--- src/rtl/mm_seq_ctrl.sv ---
// Sequencer for the matrix-multiply engine: fetches the dimension header, walks the
// (row, column, k) loop nest and drives the memory protocol and MAC datapath strobes.
module mm_seq_ctrl #(
  parameter int unsigned N = 20
) (
  input  logic         clk_i,
  input  logic         reset_ni,
  input  logic         start_i,
  input  logic [N-1:0] read_data_i,
  output logic         read_o,
  output logic         write_o,
  output logic         index_o,
  output logic [N-1:0] i_o,
  output logic [N-1:0] j_o,
  output logic         a_ld_o,
  output logic         mac_en_o,
  output logic         acc_clr_o,
  output logic         busy_o,
  output logic         finish_o,
  output logic         err_o
);

  typedef enum logic [3:0] {
    S_IDLE,
    S_HDR0,
    S_HDR1,
    S_HDR2,
    S_CHK,
    S_RDA,
    S_RDB,
    S_WR,
    S_DONE
  } state_e;

  typedef struct packed {
    logic         read;
    logic         write;
    logic         index;
    logic [N-1:0] i;
    logic [N-1:0] j;
    logic         a_ld;
    logic         mac_en;
    logic         acc_clr;
    logic         busy;
    logic         finish;
    logic         err;
  } out_t;

  state_e       state_q, state_d;
  logic [N-1:0] row1_q, row1_d;
  logic [N-1:0] col1_q, col1_d;
  logic [N-1:0] col2_q, col2_d;
  logic [N-1:0] r_q, r_d;
  logic [N-1:0] c_q, c_d;
  logic [N-1:0] k_q, k_d;
  logic         err_d;
  out_t         out_q, out_d;

  // State, captured dimensions, loop counters and the registered output bundle
  always_ff @(posedge clk_i or negedge reset_ni) begin
    if (!reset_ni) begin
      state_q <= S_IDLE;
      row1_q  <= '0;
      col1_q  <= '0;
      col2_q  <= '0;
      r_q     <= '0;
      c_q     <= '0;
      k_q     <= '0;
      out_q   <= '0;
    end else begin
      state_q <= state_d;
      row1_q  <= row1_d;
      col1_q  <= col1_d;
      col2_q  <= col2_d;
      r_q     <= r_d;
      c_q     <= c_d;
      k_q     <= k_d;
      out_q   <= out_d;
    end
  end

  // Next state plus outputs decoded from the state being entered, so they are
  // registered yet line up with the cycle the state occupies
  always_comb begin
    state_d = state_q;
    row1_d  = row1_q;
    col1_d  = col1_q;
    col2_d  = col2_q;
    r_d     = r_q;
    c_d     = c_q;
    k_d     = k_q;
    err_d   = out_q.err;
    out_d   = '0;

    unique case (state_q)
      S_IDLE: begin
        if (start_i) begin
          err_d   = 1'b0;
          state_d = S_HDR0;
        end
      end
      S_HDR0: begin
        row1_d  = read_data_i;
        state_d = S_HDR1;
      end
      S_HDR1: begin
        col1_d  = read_data_i;
        state_d = S_HDR2;
      end
      S_HDR2: begin
        col2_d  = read_data_i;
        state_d = S_CHK;
      end
      S_CHK: begin
        if ((row1_q == '0) || (col1_q == '0) || (col2_q == '0)) begin
          err_d   = 1'b1;
          state_d = S_DONE;
        end else begin
          r_d     = '0;
          c_d     = '0;
          k_d     = '0;
          state_d = S_RDA;
        end
      end
      S_RDA: begin
        state_d = S_RDB;
      end
      S_RDB: begin
        if (k_q == col1_q - N'(1)) begin
          k_d     = '0;
          state_d = S_WR;
        end else begin
          k_d     = k_q + N'(1);
          state_d = S_RDA;
        end
      end
      S_WR: begin
        if (c_q < col2_q - N'(1)) begin
          c_d = c_q + N'(1);
        end else begin
          c_d = '0;
          r_d = r_q + N'(1);
        end
        if ((r_q == row1_q - N'(1)) && (c_q == col2_q - N'(1))) begin
          state_d = S_DONE;
        end else begin
          state_d = S_RDA;
        end
      end
      S_DONE: begin
        if (start_i) begin
          err_d   = 1'b0;
          state_d = S_HDR0;
        end
      end
      default: begin
        state_d = S_IDLE;
      end
    endcase

    unique case (state_d)
      S_HDR0, S_HDR1, S_HDR2: begin
        out_d.read  = 1'b1;
        out_d.write = 1'b1;
        out_d.busy  = 1'b1;
        if (state_d == S_HDR1) out_d.i = N'(1);
        if (state_d == S_HDR2) out_d.i = N'(2);
      end
      S_CHK: begin
        out_d.acc_clr = 1'b1;
        out_d.busy    = 1'b1;
      end
      S_RDA: begin
        out_d.read = 1'b1;
        out_d.i    = r_d;
        out_d.j    = k_d;
        out_d.a_ld = 1'b1;
        out_d.busy = 1'b1;
      end
      S_RDB: begin
        out_d.read   = 1'b1;
        out_d.index  = 1'b1;
        out_d.i      = k_d;
        out_d.j      = c_d;
        out_d.mac_en = 1'b1;
        out_d.busy   = 1'b1;
      end
      S_WR: begin
        out_d.write   = 1'b1;
        out_d.i       = r_d;
        out_d.j       = c_d;
        out_d.acc_clr = 1'b1;
        out_d.busy    = 1'b1;
      end
      S_DONE: begin
        out_d.finish = 1'b1;
        out_d.err    = err_d;
      end
      default: begin
        out_d = '0;
      end
    endcase
  end

  assign read_o    = out_q.read;
  assign write_o   = out_q.write;
  assign index_o   = out_q.index;
  assign i_o       = out_q.i;
  assign j_o       = out_q.j;
  assign a_ld_o    = out_q.a_ld;
  assign mac_en_o  = out_q.mac_en;
  assign acc_clr_o = out_q.acc_clr;
  assign busy_o    = out_q.busy;
  assign finish_o  = out_q.finish;
  assign err_o     = out_q.err;

endmodule

--- config.mk ---
export PLATFORM = sky130hd
export DESIGN_NAME = mm_seq_ctrl
export DESIGN_NICKNAME = d
export VERILOG_FILES = /design/src/rtl/mm_seq_ctrl.sv
export SDC_FILE = /design/constraint.sdc
export NUM_CORES = 1
export LEC_CHECK = 0
export ABC_AREA = 0
export BUFFER_PORTS_ARGS = -buffer_cell sky130_fd_sc_hd__buf_2
export CAP_MARGIN = 20
export CORE_MARGIN = 2
export CORE_UTILIZATION = 50
export CTS_BUF_LIST = sky130_fd_sc_hd__clkbuf_2
export CTS_CLUSTER_DIAMETER = 50
export DETAILED_ROUTE_END_ITERATION = 16
export MAX_ROUTING_LAYER = met4
export PLACE_DENSITY = 0.78
export SYNTH_ARGS = -nofsm -noshare
export SYNTH_HDL_FRONTEND = slang
export SYNTH_SLANG_ARGS = --single-unit
--- constraint.sdc ---
create_clock -name clk_i -period 5.2 [get_ports clk_i]
set_clock_uncertainty 0.05 [all_clocks]
set_input_delay 0.78 -clock clk_i [delete_from_list [all_inputs] [get_ports clk_i]]
set_output_delay 0.78 -clock clk_i [all_outputs]
set_load 0.01 [all_outputs]
==> After elaboration in Yosys (flattened, before gate mapping) <==
Cells that the tools add are included.
{ "word_totals": {"in_bits": 23, "output_inout_bits": 49, "register_bits": 172} }
{ "op_classes": {"addsub": 6, "n_lt_le_gt_ge": 1, "n_eq_ne": 22, "n_reduce_logical": 16, "mux": 28} }
{ "op_table": {"columns": ["operator", "n"], "rows": [
  ["$pmux 20 s2", 4],
  ["$mux 20", 6],
  ["$add 20x1->20 const B", 3],
  ["$eq 20x20->1", 3],
  ["$logic_not 20->1", 3],
  ["$pmux 20 s3", 1],
  ["$sub 20x1->20 const B", 3],
  ["$eq 4x3->1 const B", 8],
  ["$pmux 4 s8", 1],
  ["$lt 20x20->1", 1],
  ["$eq 4x2->1 const B", 4],
  ["$mux 4", 3],
  ["$mux 1", 9],
  ["$eq 4x1->1 const B", 2],
  ["$eq 4x4->1 const B", 2],
  ["$reduce_or 2->1", 4],
  ["$reduce_or 7->1", 1],
  ["$mux 2", 3],
  ["$ne 3x3->1 const B", 2],
  ["$reduce_or 5->1", 1],
  ["$logic_not 4->1", 1],
  ["$reduce_or 4->1", 1],
  ["$ne 3x2->1 const B", 1],
  ["$reduce_and 3->1", 1],
  ["other kinds (4)", 5]
]} }

==> Depth between registers and ports, before layout <==
Gate-level depths: netlist of the first run.
{ "logic_depth": {"depth_word": 9, "ltp_mapped": 15, "depth_no_buf": 14} }

==> Worst setup path before layout of the first run <==
Ideal clock, no wire load.
{ "synth_timing": {"path_kind": "reg2reg", "startpoint": "register col2_q[5]", "endpoint": "register out_q, in the netlist j_o[3]", "period_less_slack_ps": 4126, "path_stages_with_launch": 16, "slack_ps": 1074, "t_required_ps": 5014, "arrival_time_ps": 3940, "path_cell_list": "dfrtp_1 or4_1 nor3_1 nand3_1 nor4_1 xnor2_1 ha_1 nand4_1 nor4_1 nand2_1 a2111oi_0 o2111ai_1 o41a_1 o21ai_2 buf_4 o32ai_2"} }
{ "synth_rtl": {"columns": ["item", "line", "source"], "rows": [
  ["start: declaration", "52", "logic [N-1:0] col2_q, col2_d;"],
  ["start signal: assignment", "74", "col2_q <= col2_d;"],
  ["end signal: assignment", "78", "out_q <= out_d;"],
  ["end: declaration", "57", "out_t out_q, out_d;"]
]} }

==> metrics.md, run 1 <==
| Metric | Value |
|---|---|
| Post-detail-place hpwl | 21,100 µm |
| Final period util | 91.4% |
| Count of final setup violators | 0 |
| Wirelength per Cell | 21.0 µm |
| Slew margin rel. | 36.0% |
| CTS tree | done |
| GRT met1 Usage | between 30% and 40% |
| CP peak stage delay | 0.58 ns |
| Vias in the first global route | about 8,200 |
| Final hold violations | 0 |
| Number of port buffers | 71 |
| Critical path fanouts, max | 41 |
| CTS buffer count | 17 |
| Maxcap violations | 0 |
| Die W | 146 µm |
| First-pass GRT wire length | 45,500 µm |
| Worst VDD drop | 296 µV |
| CP Data Arrival Time | 5.37 ns |
| Overall Global Routing Usage | 28.2% |
| Seq/Total Area, Yosys | between 40% and 50% |
| Syn nets | roughly 1,100 |
| Max Buffers Root-to-Sink | 2 |
| Critical Setup Path Class | reg -> reg |
| CP max stage cell | or4_1 |
| Initial Util | between 50% and 60% |
| Via-to-Cell Ratio | 6.22 |
| Met3 Use GR | approximately 5.1% |
| RSZ-0062 raised after global routing | no |
| CP top delay family | simple AND/OR/NAND/NOR gates |
| Clk_lat worst skew | 0.80 ns |
| Leakage dissipation | 5.02 nW |
| DIE AREA | 21,200 µm² |
| # fillers | 1,748 |
| Crit path buf inv count | 1 |
| Most common flop cell mapped by yosys | dfrtp_1 |
| TritonRoute pass-1 iters | 6 |
| Yosys cell types | 71 |
| CTS Hold Bufs | 0 |
| GRT met2 Usage | 46.6% |
| Share of post-route cells with drive strength above 1 | 19.6% |
| Initial antenna violation count | 1 |
| Routability Congestion | 0.970 |
| DRT antenna net count | 0 |
| Area Overhead vs Synth | 7.96% |
| GRT busiest layer | met2 |
| Share of synthesized registers carrying an async set or reset | 100% |
| Status | finished clean |
| Peak Freq | about 210 MHz |
| Routed vias | 8,470 |
| Final Slew Violations | 0 |
| Yosys warns | 0 |
| Pin count of the biggest net entering global routing | 102 |
| Worst Hold Class | in -> async |
| Syn_area_per_cell | 9.76 µm² |
| Mapped Cells | 1,029 |
| Total Routed Length | 28,600 µm |
| Seq cells post-synth | 172 |
| Die Height | 146 µm |
| TNS Setup | 0 ns |
| PD cells | 442 nW/µm² |
| Root Driver | clkbuf_2 |
| Iteration-0 DRC Markers | 896 |
| Register clock-pin slew on the reported worst setup and hold paths | 0.25 ns |
| Core area | 19,600 µm² |
| Ports | slightly above 70 |
| Fin cells | about 1,400 |
| Worst-path cell chain | or4_1, nor3_2, nand3_1, nor4_1, xnor2_1, ha_1, nand4_1, nor4_2, nand2_1, a2111oi_1, o2111ai_1, o41a_1, o21ai_4, buf_12, o32ai_1 |
| Tightest hold margin | 0.0368 ns |
| Std cell rows | 51 |
| Final net count | 1,134 |
| Worst Setup Start Kind | flop |
| CTS H-Tree Depth | 4 |
| Gr ovfl total | 0 |
| Worst-Margin Slew | ~0.96 ns |
| EDFF count, synth | 0 |
| DP Cell Count | approximately 1,300 |
| Critical path depth | 15 |
| Worst Path Required | roughly 5.8 ns |
| FF-to-FF path depth | 15 |
| CP Capture Type | flop |
| Tmin final | 4.75 ns |
| Clock sinks | 172 |
| DRC | 0 |
| Mapped Area | 10,000 µm² |
-- layout make-up --
type | count | area (µm²) | area share, %
flip-flops and latches | 172 | 4300 | 39.7
clock buffers | 18 | 90.1 | 0.831
repair buffers | 84 | 472 | 4.35
multi-input cells | 733 | 5250 | 48.4
diodes | 1 | 2.50 | 0.0231
inverters | 75 | 282 | 2.60
well taps | 265 | 332 | 3.06
clock inverters | 14 | 111 | 1.03
-- layout by cell type, fill, tap and decap left out, types with 5 or more instances in the layout --
cell,Yosys,final
and2_1,7,7
a211oi_1,9,9
o31a_1,5,5
o32ai_2,18,18
clkbuf_2,0,18
o211ai_1,11,11
or3_1,9,9
a21o_1,11,11
mux2_2,54,54
a21oi_1,37,37
and3_1,24,24
inv_1,75,75
or4_1,12,12
nand2b_1,10,10
a31oi_1,7,7
nor2_1,56,56
dfrtp_1,172,172
nand2_1,78,78
xnor2_1,56,56
o22ai_1,21,21
a22oi_1,5,5
nand4_1,17,17
a31o_2,10,10
nand3_1,49,49
o21ai_0,32,32
buf_2,7,70
nor4_2,4,5
buf_4,4,12
nor3_1,31,28
nor4_1,22,21
ha_1,28,28
xor2_1,30,30
-- metal layers --
layer	part of all wire [%]	wire, µm	vias to the layer above
li1	-	-	3839
met1	40	11500	4214
met2	50	14200	344
met3	6.7	1920	73
met4	3.1	885	0
met5	0	0	-
-- worst reg2reg max path, cell delays in order, from the launching register on --
cell and delay (ns):
dfrtp_1 0.47, or4_1 0.58, nor3_2 0.24, nand3_1 0.20, nor4_1 0.27, xnor2_1 0.12
ha_1 0.30, nand4_1 0.20, nor4_2 0.37, nand2_1 0.15, a2111oi_1 0.46, o2111ai_1 0.25
o41a_1 0.39, o21ai_4 0.15, buf_12 0.25, o32ai_1 0.19
-- power breakdown --
part           internal, mW  total, mW  switching (mW)
combinational         0.874       2.06            1.18
clock                 0.138      0.650           0.512
sequential             1.63       2.08           0.449
-- Yosys cell counts (all sizes together), types with 12 or more instances --
library cell  instances  area (µm²)
a21oi                37         185
and3                 24         150
buf                  15         110
clkbuf               34         128
dfrtp               172        4300
ha                   28         350
inv                  75         282
mux2                 54         608
nand2                78         293
nand3                49         245
nand4                17         106
nor2                 56         210
nor3                 31         155
nor4                 26         188
o21ai                37         189
o22ai                21         131
o32ai                21         319
or3                  12        90.1
or4                  14         113
xnor2                56         490
xor2                 30         263
-- flip-flops by register name (all words and copies together) (netlist names) --
register	count
j_o	20
k_q	20
row1_q	20
write_o	1
err_o	1
state_q	4
col1_q	20
col2_q	20
finish_o	1
a_ld_o	1
read_o	1
busy_o	1
i_o	20
mac_en_o	1
acc_clr_o	1
r_q	20
c_q	20
-- cell families (layout without fill, tap and decap cells) --
| family | count (synthesis) | count (layout) | share of synthesized area [%] |
|---|---|---|---|
| other | 0 | 1 | 0 |
| multiplexers | 58 | 58 | 6.45 |
| adder cells (fa/ha/maj) | 28 | 28 | 3.49 |
| XOR/XNOR | 86 | 86 | 7.50 |
| AO/OA/AOI/OAI | 210 | 210 | 15.9 |
| AND/OR/NAND/NOR | 351 | 351 | 18.7 |
| buffers and inverters | 124 | 191 | 5.17 |
| flip-flops | 172 | 172 | 42.8 |
-- what timing repair did --
action	in CTS	in global routing
setup buffers	0	0
gates resized for setup	0	3
endpoints found under the setup margin	0	56
-- path summary, 6_finish.rpt --
path | start | endpoint | slack, ns
max | col2_q[5] | j_o[0] | 0.45
min | reset_ni | col1_q[8] | 0.04
max reg2reg | col2_q[5] | j_o[0] | 0.45
min reg2reg | row1_q[18] | row1_q[18] | 0.54
max in group asynchronous | reset_ni | r_q[3] | 3.96
min in group clk_i | read_data_i[1] | col1_q[1] | 0.23
-- metrics by stage --
step                utilization, %  power, mW  instance area, µm²  setup slack [ns]
global route                  55.4       5.13               10800            0.0348
finish                        55.4       4.79               10800             0.446
floorplan                        -       3.56               10000              1.07
global placement              54.3       4.05               10600             0.527
CTS                           55.3       4.76               10800             0.249
detailed placement            54.3       4.12               10600             0.289
Note: power is estimated with default switching activity, not from simulation.
==> inputs of run 2 (changes only) <==
--- a/config.mk
+++ b/config.mk
@@ -14,7 +14,7 @@
 export CTS_CLUSTER_DIAMETER = 50
 export DETAILED_ROUTE_END_ITERATION = 16
 export MAX_ROUTING_LAYER = met4
-export PLACE_DENSITY = 0.78
+export PLACE_DENSITY = 0.79
 export SYNTH_ARGS = -nofsm -noshare
 export SYNTH_HDL_FRONTEND = slang
 export SYNTH_SLANG_ARGS = --single-unit
==> metrics.md, run 2 (same netlist as run 1, synthesis figures left out) <==
| Metric | Value |
|---|---|
| Status | finished clean |
| Setup ws final | 0.334 ns |
| Worst VDD drop | 271 µV |
| Area after DPL | ~11,000 µm² |
| Critical Setup Path Class | reg -> reg |
| Peak Freq | 206 MHz |
| Setup bufs post-CTS | 0 |
| Core area | about 20,000 µm² |
| Worst Path Required | 5.81 ns |
| Pin count of the biggest net entering global routing | 105 |
| Place WS | 0.292 ns |
| Die Height | 146 µm |
| Clk_lat worst skew | 0.78 ns |
| Leakage dissipation | 5.04 nW |
| Iteration-0 DRC Markers | 779 |
| Total Routed Length | 28,100 µm |
| Logic pwr share | around two fifths |
| Clock network fraction of design power | 15.4% |
| Gr ovfl total | 0 |
| Worst-Margin Slew | 0.977 ns |
| Count of final setup violators | 0 |
| Std cell rows | 51 |
| Clock sinks | about 170 |
| CTS Hold Bufs | 0 |
| Seq pwr share | 42.8% |
| Worst Hold Class | in -> async |
| TritonRoute pass-1 iters | 6 |
| Slew margin rel. | 34.9% |
| Maxcap violations | 0 |
| Ports | 72 |
| Final total power | 4.90 mW |
| DP Cell Count | 1,329 |
| Final net count | 1,134 |
| Root Driver | clkbuf_2 |
| Tightest hold margin | approximately 0.023 ns |
| Area Overhead vs Synth | 8.51% |
| Final Slew Violations | 0 |
| DRT antenna net count | 0 |
| Overall Global Routing Usage | between 20% and 30% |
| CTS buffer count | 17 |
| Switch share | 44.1% |
| Final period util | 93.6% |
| Via-to-Cell Ratio | 6.14 |
| CTS tree | done |
| Worst Setup Start Kind | flop |
| Share of post-route cells with drive strength above 1 | 19.9% |
| DRC | 0 |
| First-pass GRT wire length | 44,200 µm |
| Post-detail-place hpwl | 21,100 µm |
| Routed vias | 8,366 |
| NetSw | 2.16 mW |
| Register clock-pin slew on the reported worst setup and hold paths | 0.27 ns |
| Most common library cell in the layout ignoring fill and taps | dfrtp_1 |
| Initial antenna violation count | 1 |
| Wirelength per Cell | ~21 µm |
| PD cells | approximately 450 nW/µm² |
| CTS H-Tree Depth | 4 |
| Initial Util | 51.3% |
| RSZ-0062 raised after global routing | no |
| Critical path fanouts, max | 41 |
| Die W | 146 µm |
| Max Buffers Root-to-Sink | 2 |
| Finished layout cell area | ~11,000 µm² |
| Fin cells | 1,362 |
| TNS Setup | 0 ns |
| CP Capture Type | flop |
| Tmin final | 4.87 ns |
| P_int | between 2 and 3 mW |
| R2r setup slk | 0.33 ns |
| Fin util | 55.6% |
| Final hold violations | 0 |
| CP Data Arrival Time | 5.47 ns |
| Routability Congestion | between 0.9 and 1 |
| Vias in the first global route | 8,005 |
| Post-CTS Resized | 0 |
| Most frequent cells in the layout | dfrtp_1, nand2_1, inv_1 |
| DIE AREA | 21,200 µm² |
| Number of port buffers | 71 |
==> run 2: critical path: stages (launching register included) <==
cell and delay (ns):
dfrtp_1 0.47, or4_1 0.59, nor3_2 0.23, nand3_1 0.22
nor4_1 0.29, xnor2_1 0.13, ha_1 0.31, nand4_1 0.20
nor4_2 0.39, nand2_1 0.18, a2111oi_0 0.50, o2111ai_1 0.24
o41a_1 0.39, o21ai_4 0.16, buf_12 0.24, o22ai_1 0.14
==> run 2: metal layers <==
layer / part of all wire (%) / up-vias / GRT usage, %
li1: - / 3850 / -
met3: 6.8 / 65 / 5.11
met4: 3.2 / 0 / 9.75
met1: 41 / 4134 / 35.1
met2: 48 / 317 / 44.4
met5: 0 / - / -
==> run 2: worst paths after layout <==
check	from	endpoint	cells past startpoint
max	col2_q[5]	i_o[4]	15
min	reset_ni	col1_q[11]	1
max reg2reg	col2_q[5]	i_o[4]	15
min reg2reg	err_o	err_o	2
max in group asynchronous	reset_ni	state_q[2]	2
min in group clk_i	read_data_i[0]	col1_q[0]	3
==> run 2: layout make-up <==
| type | count | area, µm² |
|---|---|---|
| Clock inverter | 13 | 158 |
| Tap cell | 265 | 332 |
| Timing Repair Buffer | 84 | 472 |
| Multi-Input combinational cell | 733 | 5260 |
| Inverter | 75 | 282 |
| Fill cell | 1756 | 8690 |
| Clock buffer | 19 | 95.1 |
| Sequential cell | 172 | 4300 |
| Antenna cell | 1 | 2.50 |
==> run 2: power groups by stage <==
stage / Clock (mW) / Sequential [mW] / Combinational, mW
6_report: 0.754 / 2.10 / 2.05
5_1_grt: 0.826 / 2.14 / 2.25
3_3_place_gp: 0 / 2.09 / 1.97
4_1_cts: 0.760 / 2.08 / 2.04
2_1_floorplan: 0 / 1.94 / 1.62
3_5_place_dp: 0 / 2.11 / 2.03
==> inputs of run 3 (changes only) <==
--- a/config.mk
+++ b/config.mk
@@ -5,7 +5,7 @@
 export SDC_FILE = /design/constraint.sdc
 export NUM_CORES = 1
 export LEC_CHECK = 0
-export ABC_AREA = 0
+export ABC_AREA = 1
 export BUFFER_PORTS_ARGS = -buffer_cell sky130_fd_sc_hd__buf_2
 export CAP_MARGIN = 20
 export CORE_MARGIN = 2
==> metrics.md, run 3 <==
| Metric | Value |
|---|---|
| Count leader, synth | nand2_1 |
| CP Capture Type | flop |
| Post-detail-place hpwl | about 27,000 µm |
| Worst Setup Start Kind | flop |
| TNS Setup | 0 ns |
| Critical path fanouts, max | 22 |
| Status | finished clean |
| Final Slew Violations | 0 |
| Top cells by count, synth | nand2_1, inv_1, dfrtp_1 |
| Via-to-Cell Ratio | 5.57 |
| Peak Freq | 226 MHz |
| P_int | 2.58 mW |
| Core area | between 20,000 and 25,000 µm² |
| Mapped Cells | 1,533 |
| Wirelength per Cell | 18.4 µm |
| Worst VDD drop | between 200 and 250 µV |
| Routability Congestion | roughly 0.98 |
| Register clock-pin slew on the reported worst setup and hold paths | about 0.29 ns |
| Final net count | 1,637 |
| EDFF count, synth | 0 |
| Mapped Area | around 11,000 µm² |
| Leakage dissipation | 6.11 nW |
| PD cells | 449 nW/µm² |
| Gr ovfl total | 0 |
| CTS H-Tree Depth | 4 |
| Yosys top cell area share | 38.9% |
| Worst Hold Class | in -> reg |
| Syn_area_per_cell | approximately 7.2 µm² |
| Finished layout cell area | 11,800 µm² |
| CTS tree | done |
| DRC | 0 |
| Clock sinks | 172 |
| Initial Util | 50.9% |
| Die W | between 150 and 200 µm |
| Critical Setup Path Class | reg -> reg |
| Switch share | around 51% |
| RSZ-0062 raised after global routing | no |
| Final hold violations | 0 |
| TritonRoute pass-1 iters | 6 |
| DIE AREA | about 23,000 µm² |
| Ranking of synthesized cells by area | dfrtp_1, nand2_1, inv_1, nand3_1, o21ai_0 |
| Count of final setup violators | 0 |
| Leading area contributor after synthesis | dfrtp_1 |
| Root Driver | clkbuf_2 |
| Fin util | 54.4% |
| Yosys cell types | 42 |
| Worst Path Required | approximately 5.9 ns |
| Share of synthesized registers carrying an async set or reset | between 90% and 100% |
| Routed vias | 10,500 |
| NetSw | 2.74 mW |
| Total Routed Length | 34,600 µm |
| Logic pwr share | 47.3% |
| Most frequent cells in the layout | nand2_1, inv_1, dfrtp_1 |
| Seq cells post-synth | roughly 170 |
| Std cell rows | 54 |
| Seq pwr share | 39.0% |
| Syn nets | 1,584 |
| CP Data Arrival Time | 5.13 ns |
| Max Buffers Root-to-Sink | 2 |
| Slew margin rel. | 35.6% |
| Clk_lat worst skew | 0.81 ns |
| CTS buffer count | 17 |
| Area after DPL | 11,600 µm² |
| Seq/Total Area, Yosys | 38.9% |
| Final period util | ~85% |
| DRT antenna net count | 0 |
| First-pass GRT wire length | 54,200 µm |
| Tightest hold margin | 0.150 ns |
| Initial antenna violation count | 1 |
| Most common library cell in the layout ignoring fill and taps | nand2_1 |
| Most common flop cell mapped by yosys | dfrtp_1 |
| Iteration-0 DRC Markers | 1,206 |
| Maxcap violations | 0 |
| Die Height | 153 µm |
| Ports | 72 |
| Share of post-route cells with drive strength above 1 | 11.6% |
| Number of port buffers | 71 |
| Yosys warns | 0 |
| Vias in the first global route | 9,564 |
| Worst-Margin Slew | 0.966 ns |
| Tmin final | 4.43 ns |
| Pin count of the biggest net entering global routing | 102 |
| Area Overhead vs Synth | 6.92% |
| Clock network fraction of design power | 13.7% |
| Overall Global Routing Usage | 30.8% |
[run 3: layout make-up]
cell class / count / area, µm²
flip-flops and latches: 172 / 4300
fillers: 2107 / 9910
inverters: 188 / 706
well taps: 280 / 350
clock inverters: 15 / 156
clock buffers: 17 / 85.1
diodes: 1 / 2.50
repair buffers: 82 / 447
multi-input cells: 1125 / 5790
[run 3: kinds of logic (layout without fill, tap and decap cells)]
family | count (synthesis) | after routing | synth area share [%]
compound gates | 147 | 147 | 7.09
xor+xnor | 92 | 92 | 7.34
fa+ha+maj | 28 | 28 | 3.16
buf+inv | 236 | 302 | 8.84
flops | 172 | 172 | 38.9
other cells | 0 | 1 | 0
simple gates | 858 | 858 | 34.7
[run 3: path summary, 6_finish.rpt]
path	to	slack, ns	cells after the start	startpoint
worst min-delay path	col1_q[4]	0.15	3	read_data_i[4]
worst max register to register	j_o[11]	0.77	21	col2_q[3]
max in group asynchronous	row1_q[4]	3.37	3	reset_ni
worst max-delay path	j_o[11]	0.77	21	col2_q[3]
worst min register to register	err_o	0.48	1	err_o
min in group asynchronous	r_q[12]	0.54	2	reset_ni
[run 3: repair_timing]
item / 4_1_cts / 5_1_grt
hold buffers: 0 / 1
hold endpoints to repair: 0 / 4
setup buffers: 0 / 0
resized for setup: 0 / 0
[run 3: power by group through the flow]
stage / Combinational [mW] / Clock [mW] / Sequential, mW
floorplan: 1.98 / 0 / 1.94
global placement: 2.42 / 0 / 2.08
detailed placement: 2.47 / 0 / 2.09
CTS: 2.49 / 0.734 / 2.06
global route: 2.85 / 0.791 / 2.11
finish: 2.52 / 0.728 / 2.07
[run 3: metal layers]
metal | part of all wire (%) | global-route usage, % | vias to the layer above
li1 | - | - | 4972
met1 | 44 | 44.5 | 4899
met2 | 44 | 44.9 | 537
met3 | 9.3 | 4.42 | 68
met4 | 3.0 | 9.74 | 0
met5 | 0 | - | -
[run 3: metrics by stage]
| step | power (mW) | cells | worst slack [ns] |
|---|---|---|---|
| after floorplan | 3.92 | 1533 | 1.77 |
| after global placement | 4.50 | 1846 | 1.02 |
| after detailed placement | 4.56 | 1846 | 0.884 |
| after CTS | 5.28 | 1878 | 0.853 |
| after global routing | 5.75 | 1880 | 0.285 |
| final | 5.32 | 1880 | 0.766 |
[run 3: critical path, stage by stage, from the launching register on]
cell     delay, ns
dfrtp_1       0.47
nor2_1        0.19
inv_1         0.11
nor4_2        0.22
nand2_1       0.15
nor2_1        0.17
inv_1         0.10
nor4_1        0.34
nand2_1       0.09
nor2_1        0.12
xnor2_1       0.14
ha_1          0.27
a21oi_1       0.13
o21ai_0       0.08
a21oi_1       0.18
nand3_1       0.56
nor2_2        0.26
buf_4         0.32
nand2_1       0.08
o21ai_0       0.17
nand2_1       0.10
nand2_1       0.08
